$ cat src/rtl/cdc_reset_sequencer.sv
// Ordered reset release sequencer for one clock domain.
// Holds every reset output asserted for MIN_ASSERT cycles after the domain
// reset drops, then releases the outputs one at a time (index 0 first),
// spaced by at least GAP cycles. A stage selected in ACK_MASK must also
// acknowledge before the next stage is released. A stage that never
// acknowledges within TIMEOUT cycles parks the sequencer in an error state.
//
// Acknowledge handshake: stage_ack[i] is a level, synchronous to clk. It is
// looked at only while stage i is the most recently released stage. It is
// accepted on the first edge where it is high and the GAP spacing has been
// met. An ack that is already high when stage i is released counts at once.
// Dropping the ack after that edge has no effect.
module cdc_reset_sequencer #(
  parameter int unsigned      N_RST      = 3,
  parameter int unsigned      MIN_ASSERT = 4,
  parameter int unsigned      GAP        = 2,
  parameter int unsigned      TIMEOUT    = 64,
  parameter logic [N_RST-1:0] ACK_MASK   = '0,
  localparam int unsigned     IDX_W      = (N_RST > 1) ? $clog2(N_RST) : 1
) (
  input  logic             clk,
  input  logic             srst,
  input  logic             sw_rst_req,
  input  logic [N_RST-1:0] stage_ack,
  output logic [N_RST-1:0] rst_out,
  output logic             busy,
  output logic             rst_done,
  output logic             err,
  output logic [IDX_W-1:0] err_stage,
  output logic [1:0]       dbg_state
);

  // One counter serves both the assert hold and the per-stage wait, so it
  // is sized for the larger of the two limits.
  localparam int unsigned CNT_LIM = (MIN_ASSERT > TIMEOUT) ? MIN_ASSERT : TIMEOUT;
  localparam int unsigned CNT_W   = $clog2(CNT_LIM + 1);

  localparam logic [CNT_W-1:0] CNT_MAX    = {CNT_W{1'b1}};
  localparam logic [CNT_W-1:0] ASSERT_END = CNT_W'(MIN_ASSERT - 1);
  localparam logic [CNT_W-1:0] GAP_END    = CNT_W'(GAP - 1);
  localparam logic [CNT_W-1:0] TMO_END    = CNT_W'(TIMEOUT - 1);
  localparam logic [IDX_W-1:0] LAST_IDX   = IDX_W'(N_RST - 1);

  typedef enum logic [1:0] {
    ST_ASSERT  = 2'd0,
    ST_RELEASE = 2'd1,
    ST_DONE    = 2'd2,
    ST_ERROR   = 2'd3
  } state_e;

  state_e             state_q, state_d;
  logic [CNT_W-1:0]   cnt_q, cnt_d;
  logic [IDX_W-1:0]   idx_q, idx_d;
  logic [N_RST-1:0]   rst_out_q, rst_out_d;
  logic               busy_q, busy_d;
  logic               done_q, done_d;
  logic               err_q, err_d;
  logic [IDX_W-1:0]   err_stage_q, err_stage_d;

  logic               ack_ok;
  logic [IDX_W-1:0]   idx_nxt;
  logic [CNT_W-1:0]   cnt_inc;

  // Current stage may advance: either it does not wait for an ack, or the
  // ack is present this cycle.
  always_comb begin
    ack_ok  = !ACK_MASK[idx_q] || stage_ack[idx_q];
    idx_nxt = idx_q + 1'b1;
    cnt_inc = (cnt_q == CNT_MAX) ? cnt_q : cnt_q + 1'b1;
  end

  // Next-state and next-output decode; a software request restarts from
  // ASSERT regardless of where the sequence is.
  always_comb begin
    state_d     = state_q;
    cnt_d       = cnt_q;
    idx_d       = idx_q;
    rst_out_d   = rst_out_q;
    busy_d      = busy_q;
    done_d      = done_q;
    err_d       = err_q;
    err_stage_d = err_stage_q;

    if (sw_rst_req) begin
      state_d     = ST_ASSERT;
      cnt_d       = '0;
      idx_d       = '0;
      rst_out_d   = '1;
      busy_d      = 1'b1;
      done_d      = 1'b0;
      err_d       = 1'b0;
      err_stage_d = '0;
    end else begin
      unique case (state_q)
        ST_ASSERT: begin
          // The edge that completes the hold also releases stage 0, so the
          // outputs are all-asserted for exactly MIN_ASSERT cycles.
          if (cnt_q == ASSERT_END) begin
            state_d      = ST_RELEASE;
            cnt_d        = '0;
            idx_d        = '0;
            rst_out_d    = '1;
            rst_out_d[0] = 1'b0;
          end else begin
            cnt_d = cnt_inc;
          end
        end

        ST_RELEASE: begin
          // cnt holds the number of edges since stage idx was released.
          if ((cnt_q >= GAP_END) && ack_ok) begin
            if (idx_q != LAST_IDX) begin
              idx_d     = idx_nxt;
              cnt_d     = '0;
              rst_out_d = rst_out_q & ~(N_RST'(1) << idx_nxt);
            end else begin
              state_d   = ST_DONE;
              rst_out_d = '0;
              busy_d    = 1'b0;
              done_d    = 1'b1;
            end
          end else if (!ack_ok && (cnt_q == TMO_END)) begin
            // Released stages stay released; later stages stay in reset.
            state_d     = ST_ERROR;
            busy_d      = 1'b0;
            err_d       = 1'b1;
            err_stage_d = idx_q;
          end else begin
            cnt_d = cnt_inc;
          end
        end

        ST_DONE: begin
          state_d = ST_DONE;
        end

        ST_ERROR: begin
          state_d = ST_ERROR;
        end

        default: begin
          state_d   = ST_ASSERT;
          cnt_d     = '0;
          idx_d     = '0;
          rst_out_d = '1;
          busy_d    = 1'b1;
          done_d    = 1'b0;
          err_d     = 1'b0;
        end
      endcase
    end
  end

  // State and output registers; srst wins over everything else.
  always_ff @(posedge clk) begin
    if (srst) begin
      state_q     <= ST_ASSERT;
      cnt_q       <= '0;
      idx_q       <= '0;
      rst_out_q   <= '1;
      busy_q      <= 1'b1;
      done_q      <= 1'b0;
      err_q       <= 1'b0;
      err_stage_q <= '0;
    end else begin
      state_q     <= state_d;
      cnt_q       <= cnt_d;
      idx_q       <= idx_d;
      rst_out_q   <= rst_out_d;
      busy_q      <= busy_d;
      done_q      <= done_d;
      err_q       <= err_d;
      err_stage_q <= err_stage_d;
    end
  end

  assign rst_out   = rst_out_q;
  assign busy      = busy_q;
  assign rst_done  = done_q;
  assign err       = err_q;
  assign err_stage = err_stage_q;
  assign dbg_state = state_q;

endmodule

$ cat config.mk
export PLATFORM = sky130hd
export DESIGN_NAME = cdc_reset_sequencer
export DESIGN_NICKNAME = d
export VERILOG_FILES = /design/src/rtl/cdc_reset_sequencer.sv
export SDC_FILE = /design/constraint.sdc
export NUM_CORES = 1
export LEC_CHECK = 0
export ABC_CLOCK_PERIOD_IN_PS = 1800
export CAP_MARGIN = 20
export CORE_MARGIN = 2
export CORE_UTILIZATION = 45
export CTS_CLUSTER_DIAMETER = 150
export DETAILED_ROUTE_END_ITERATION = 12
export PLACE_DENSITY = 0.73
export SLEW_MARGIN = 15
export SYNTH_ARGS = -nofsm -noshare
export SYNTH_HDL_FRONTEND = slang
export SYNTH_SLANG_ARGS = --single-unit
$ cat constraint.sdc
create_clock -name clk -period 1.8 [get_ports clk]
set_input_delay 0.36 -clock clk [delete_from_list [all_inputs] [get_ports clk]]
set_output_delay 0.36 -clock clk [all_outputs]
set_load 0.05 [all_outputs]
# Yosys cells after proc, flatten, opt, wreduce, memory -nomap -nowiden
# Cells that the tools add are included.
# totals
input_bits,6
output_inout_bits,10
regBits,19
elab_cells,74
# op_classes
addsub,2
n_bitwise,4
n_mux,26
reduce_logical,16
n_shift,1
n_lt_le_gt_ge,2
n_eq_ne,15
# ops
operator,count
7-bit 2-to-1 mux,5
3-bit AND reduction,6
2-bit 2-to-1 mux,7
7-bit one-hot mux with 2 select lines,1
3-bit != test (second input constant),4
2-bit != test (second input constant),5
3-bit 2-to-1 mux,3
2-bit one-hot mux with 4 select lines,1
7-bit by 1-bit adder with 7-bit output (second input constant),1
7-bit by 2-bit == test with 1-bit output (second input constant),1
7-bit by 6-bit == test with 1-bit output (second input constant),1
7-bit == test (second input constant),1
7-bit by 1-bit greater-or-equal comparator with 1-bit output (second input constant),1
3-bit one-hot mux with 2 select lines,1
1-bit 2-to-1 mux,5
1-bit binary-select mux with 2-bit select,2
2-bit == test (second input constant),2
2-bit one-hot mux with 2 select lines,1
4-bit AND reduction,1
2-bit nonzero test,2
3-bit bitwise AND,1
2-bit by 3-bit < comparator with 1-bit output (second input constant),1
3-bit NOT,1
1-bit by 2-bit << shifter with 3-bit output (first input constant),1
8 further kinds,11

# Longest topological paths before layout
# Gate-level depths: netlist of the first run.
# logic_depth
word_depth,9
depth_mapped,7
depth_no_buf,6

# Worst setup path after synthesis of the first run
# Ideal clock, no wire load.
# synth_timing
kind,register to register
startpoint,"reg state_q[0], in the netlist dbg_state[0]"
endpoint,reg idx_q[0]
t_required_ps,1683
path_stages_with_launch,5
slack_ps,72
period_less_slack_ps,1728
path_buffers,0
setup_ps,117
arrival_time_ps,1611
cell_sequence,dfxtp_1 inv_1 a311oi_1 a2bb2oi_1 a32o_1
# synth_via
elab_chain_cells,3
word_cells_on_any_way,8
classes_between,eq/ne: 4; mux: 1; reduce/logical: 3
# synth_lines
element,line,source
"start, declared",51,"state_e state_q, state_d;"
"start signal, assigned",166,state_q <= state_d;
2-bit by 1-bit == test with 1-bit output or 2-bit logical NOT (tied branches),94,unique case (state_q)
2-bit != test (no source line) or 2-bit nonzero test (tied branches),--,
4-bit AND reduction (no source line),--,
"end signal, assigned",168,idx_q <= idx_d;
"end, declared",53,"logic [IDX_W-1:0] idx_q, idx_d;"
# Several ways; a longest one is shown, not always the timed one.
# A chain may end at the register's enable or synchronous reset.

# Worst setup path in the final report of the first run
# layout_timing
startpoint,reg cnt_q[0]
endpoint,reg cnt_q[3]
# layout_via
elab_chain_cells,5
word_cells_on_any_way,15
classes_between,add/sub: 1; order compare: 1; eq/ne: 5; mux: 5; reduce/logical: 3
# layout_lines
element,line,source
"start, declared",52,"logic [CNT_W-1:0] cnt_q, cnt_d;"
"start signal, assigned",167,cnt_q <= cnt_d;
7-bit by 1-bit adder with 7-bit output or 7-bit == test (tied branches),69,cnt_inc = (cnt_q == CNT_MAX) ? cnt_q : cnt_q + 1'b1;
7-bit 2-to-1 mux,69,
7-bit 2-to-1 mux,122,end else if (!ack_ok && (cnt_q == TMO_END)) begin
7-bit 2-to-1 mux,111,if ((cnt_q >= GAP_END) && ack_ok) begin
7-bit one-hot mux with 2 select lines,94,
# Several ways; a longest one is shown, not always the timed one. The select of a mux whose other input is x is not followed.

==> impl_metrics.py, run 1 <==
metrics = {
    "placement": {
        "dp_hpwl_um": 1500,
        "io_buffer_count": 9,
        "place.gp.congestion": 0.842,
    },
    "power_and_ir_drop": {
        "comb_power_share": 0.087,
        "switching_share": 0.232,
        "leakage_nw": 0.398,
        "p_int_mw": 0.501,
        "power.density_nw_per_um2": 592,
        "clkPwrFrac": 0.362,
        "pwr-share-seq": 0.551,
        "vdd_drop_max_v": 0.000515,
        "power_switching_mw": 0.152,
        "finalPower_mw": 0.653,
    },
    "global_route": {
        "grt_pass1_wl_um": 3360,
        "grt_pass1_vias": 832,
        "overflow": 0,
        "grt_max_degree": 11,
        "antenna_found_initial": 0,
        "grt_util_all_layers": 0.204,
    },
    "hold_path": {
        "hold_path_class": "flip-flop to flip-flop",
    },
    "layout": {
        "areaGrowthSynthToFinish_pct": 26.0,
        "drive_above_1_share": 0.276,
        "finalNetCount": 135,
        "diodes": 0,
    },
    "clock_network": {
        "htreeDepth": 1,
        "postCtsResizedCells": 1,
        "cts.clk_slew.worst_paths_ns": 0.09,
        "clock-sinks": 16,
        "numCtsBuffers": 3,
        "cts_tree": "built",
        "clock_latency_ns": 0.29,
        "holdBufCountCts": 0,
        "ctsRootBufferMaster": "clkbuf_4",
        "post_cts_buffers": 0,
        "clockBufferDepth": 2,
    },
    "drt": {
        "wl_um": 2080,
        "first_pass_iters": 4,
        "vias_per_cell": 5.92,
        "postRouteAntennaNets": 0,
        "drt_iter0_drc": 22,
        "drc": 0,
        "vias": 876,
        "wl_per_cell_um": 14.1,
    },
    "setup_path": {
        "critPathKind": "flip-flop to flip-flop",
        "worstPathRequired_ns": 2.02,
        "arrival_ns": 1.92,
        "critical_path.cell_chain": "ha_1 -> nor3_2 -> a31oi_4 -> or4_1 -> a21oi_1",
        "cp_top_family": "simple AND/OR/NAND/NOR gates",
        "critPathSlowestCell": "or4_1",
        "critPathMaxFanout": 9,
        "worstSetupStartpointType": "flip-flop",
        "worst-path-buf-inv": 0,
        "max_stage_delay_ns": 0.52,
        "worst_setup_path_end_kind": "flip-flop",
    },
    "run_status": {
        "status": "finished, final reports clean",
    },
    "die": {
        "dieHeight_um": 48.1,
        "die_w_um": 48.1,
        "io_pins": 16,
        "start_util": 0.491,
        "die_area_um2": 2320,
        "row_count": 15,
        "core_um2": 1780,
    },
    "yosys": {
        "ys_ff_latch": 16,
        "synth.distinct_cells": 36,
        "yosysWarningCount": 0,
        "synth-edff-count": 0,
        "synth_top_family_by_area": "compound AO/OA/AOI/OAI gates",
        "synthMuxAreaShare": 0,
        "synth-compound-area-share": 0.263,
        "synth_xor_xnor_area_share": 0,
        "avgSynthCellArea_um2": 8.59,
        "ys_seq_area_frac": 0.366,
        "syn-cell-area_um2": 876,
        "synthFlopType": "dfxtp_1",
        "synth_cells": 102,
        "synth-simple-area-share": 0.223,
        "synthAdderAreaFrac": 0.0714,
        "async_flop_share": 0,
    },
    "timing": {
        "hold_viol": 0,
        "clock.fmax_mhz": 591,
        "clock_skew_ns": 0.00273,
        "period_needed_ns": 1.69,
        "slew_violations": 0,
        "tns_ns": 0,
        "rsz0062_at_grt": "false",
        "setup_violations": 0,
        "period_share": 0.940,
    },
    "job": {
        "max_cap_violations": 0,
    },
}
## cell usage in the layout (no fill, tap or decap), types with 3 or more instances in the layout
master,Yosys,final
a21oi_1,6,6
buf_4,3,18
clkbuf_4,0,3
conb_1,1,3
dfxtp_1,16,15
ha_1,5,5
inv_1,6,6
nand2_1,6,6
nand3_1,3,3
nand4_1,5,5
nor2_1,9,8
nor3_1,3,3
o21ai_0,7,6
o31ai_1,4,4
## final timing paths
kind	depth (start not counted)	from	slack, ns	to
worst max-delay path	5	cnt_q[0]	0.11	cnt_q[3]
worst min-delay path	1	rst_out[2]	0.47	rst_out[2]
worst max register to register	5	cnt_q[0]	0.11	cnt_q[3]
worst min register to register	1	rst_out[2]	0.47	rst_out[2]
## cell type report
cell class | count | area [um^2]
fill | 158 | 679
multi-input combinational | 76 | 517
tap | 25 | 31.3
clock buffer | 4 | 36.3
timing repair buffer | 21 | 175
sequential | 16 | 322
inverter | 6 | 22.5
## sequential cells by signal (all words and copies together) (netlist names)
signal,flops
cnt_q,7
rst_out,3
dbg_state,2
idx_q,2
busy,1
rst_done,1
## cells in the mapped netlist, types with 2 or more instances
cell type / count / area share
or2_2: 2 / 0.014
dfxtp_1: 16 / 0.37
nand2_1: 6 / 0.026
nor3_1: 3 / 0.017
a32o_1: 2 / 0.023
o21ai_0: 7 / 0.040
ha_1: 5 / 0.071
a31oi_1: 2 / 0.014
a311oi_1: 2 / 0.020
buf_4: 3 / 0.026
inv_1: 6 / 0.026
nand4_1: 5 / 0.036
nor2_1: 9 / 0.039
nand3_1: 3 / 0.017
a41oi_1: 2 / 0.020
o31ai_1: 4 / 0.034
a21oi_1: 6 / 0.034
## power by group through the flow
stage | logic, mW | clock network [mW] | registers [mW]
3_3_place_gp | 0.0533 | 0 | 0.367
3_5_place_dp | 0.0549 | 0 | 0.368
5_1_grt | 0.0611 | 0.262 | 0.360
2_1_floorplan | 0.0394 | 0 | 0.369
4_1_cts | 0.0559 | 0.244 | 0.359
6_report | 0.0567 | 0.237 | 0.360
## cells by family (layout without fill, tap and decap cells)
group                      count (synthesis)  after routing
AOI/OAI and AO/OA                         33             33
buffers and inverters                     12             31
adders and majority gates                  5              5
DFF                                       16             16
other                                      1              3
and+or+nand+nor                           35             35
## layer usage
layer,track usage,share of wire,up-vias
li1,-,-,420
met1,0.258,0.45,428
met2,0.315,0.49,22
met3,0.0593,0.034,6
met4,0.108,0.022,0
met5,0,0,-
## stage by stage
stage	std cells	setup slack [ns]	hold WS, ns	util	cell area, um^2
after floorplan	104	0.0716	0.488	-	883
after global placement	144	0.0662	0.446	0.588	1050
after detailed placement	144	0.0257	0.446	0.588	1050
after CTS	148	0.0492	0.473	0.612	1090
after global routing	148	0.00175	0.505	0.619	1100
final	148	0.108	0.470	0.619	1100
(Power assumes the default switching activity.)
==> run 2, diff against run 1 <==
Settings changed: CTS_BUF_LIST set to sky130_fd_sc_hd__clkbuf_4 sky130_fd_sc_hd__clkbuf_8 sky130_fd_sc_hd__clkbuf_16.
==> results of run 2 <==
Same layout as run 1: the final DEF is identical, and so are final timing and power.
==> run 3, diff against run 2 <==
Settings changed: ABC_CLOCK_PERIOD_IN_PS 1800 to unset, CTS_BUF_LIST sky130_fd_sc_hd__clkbuf_4 sky130_fd_sc_hd__clkbuf_8 sky130_fd_sc_hd__clkbuf_16 to unset.
==> results of run 3 <==
Same layout as run 1: the final DEF is identical, and so are final timing and power.
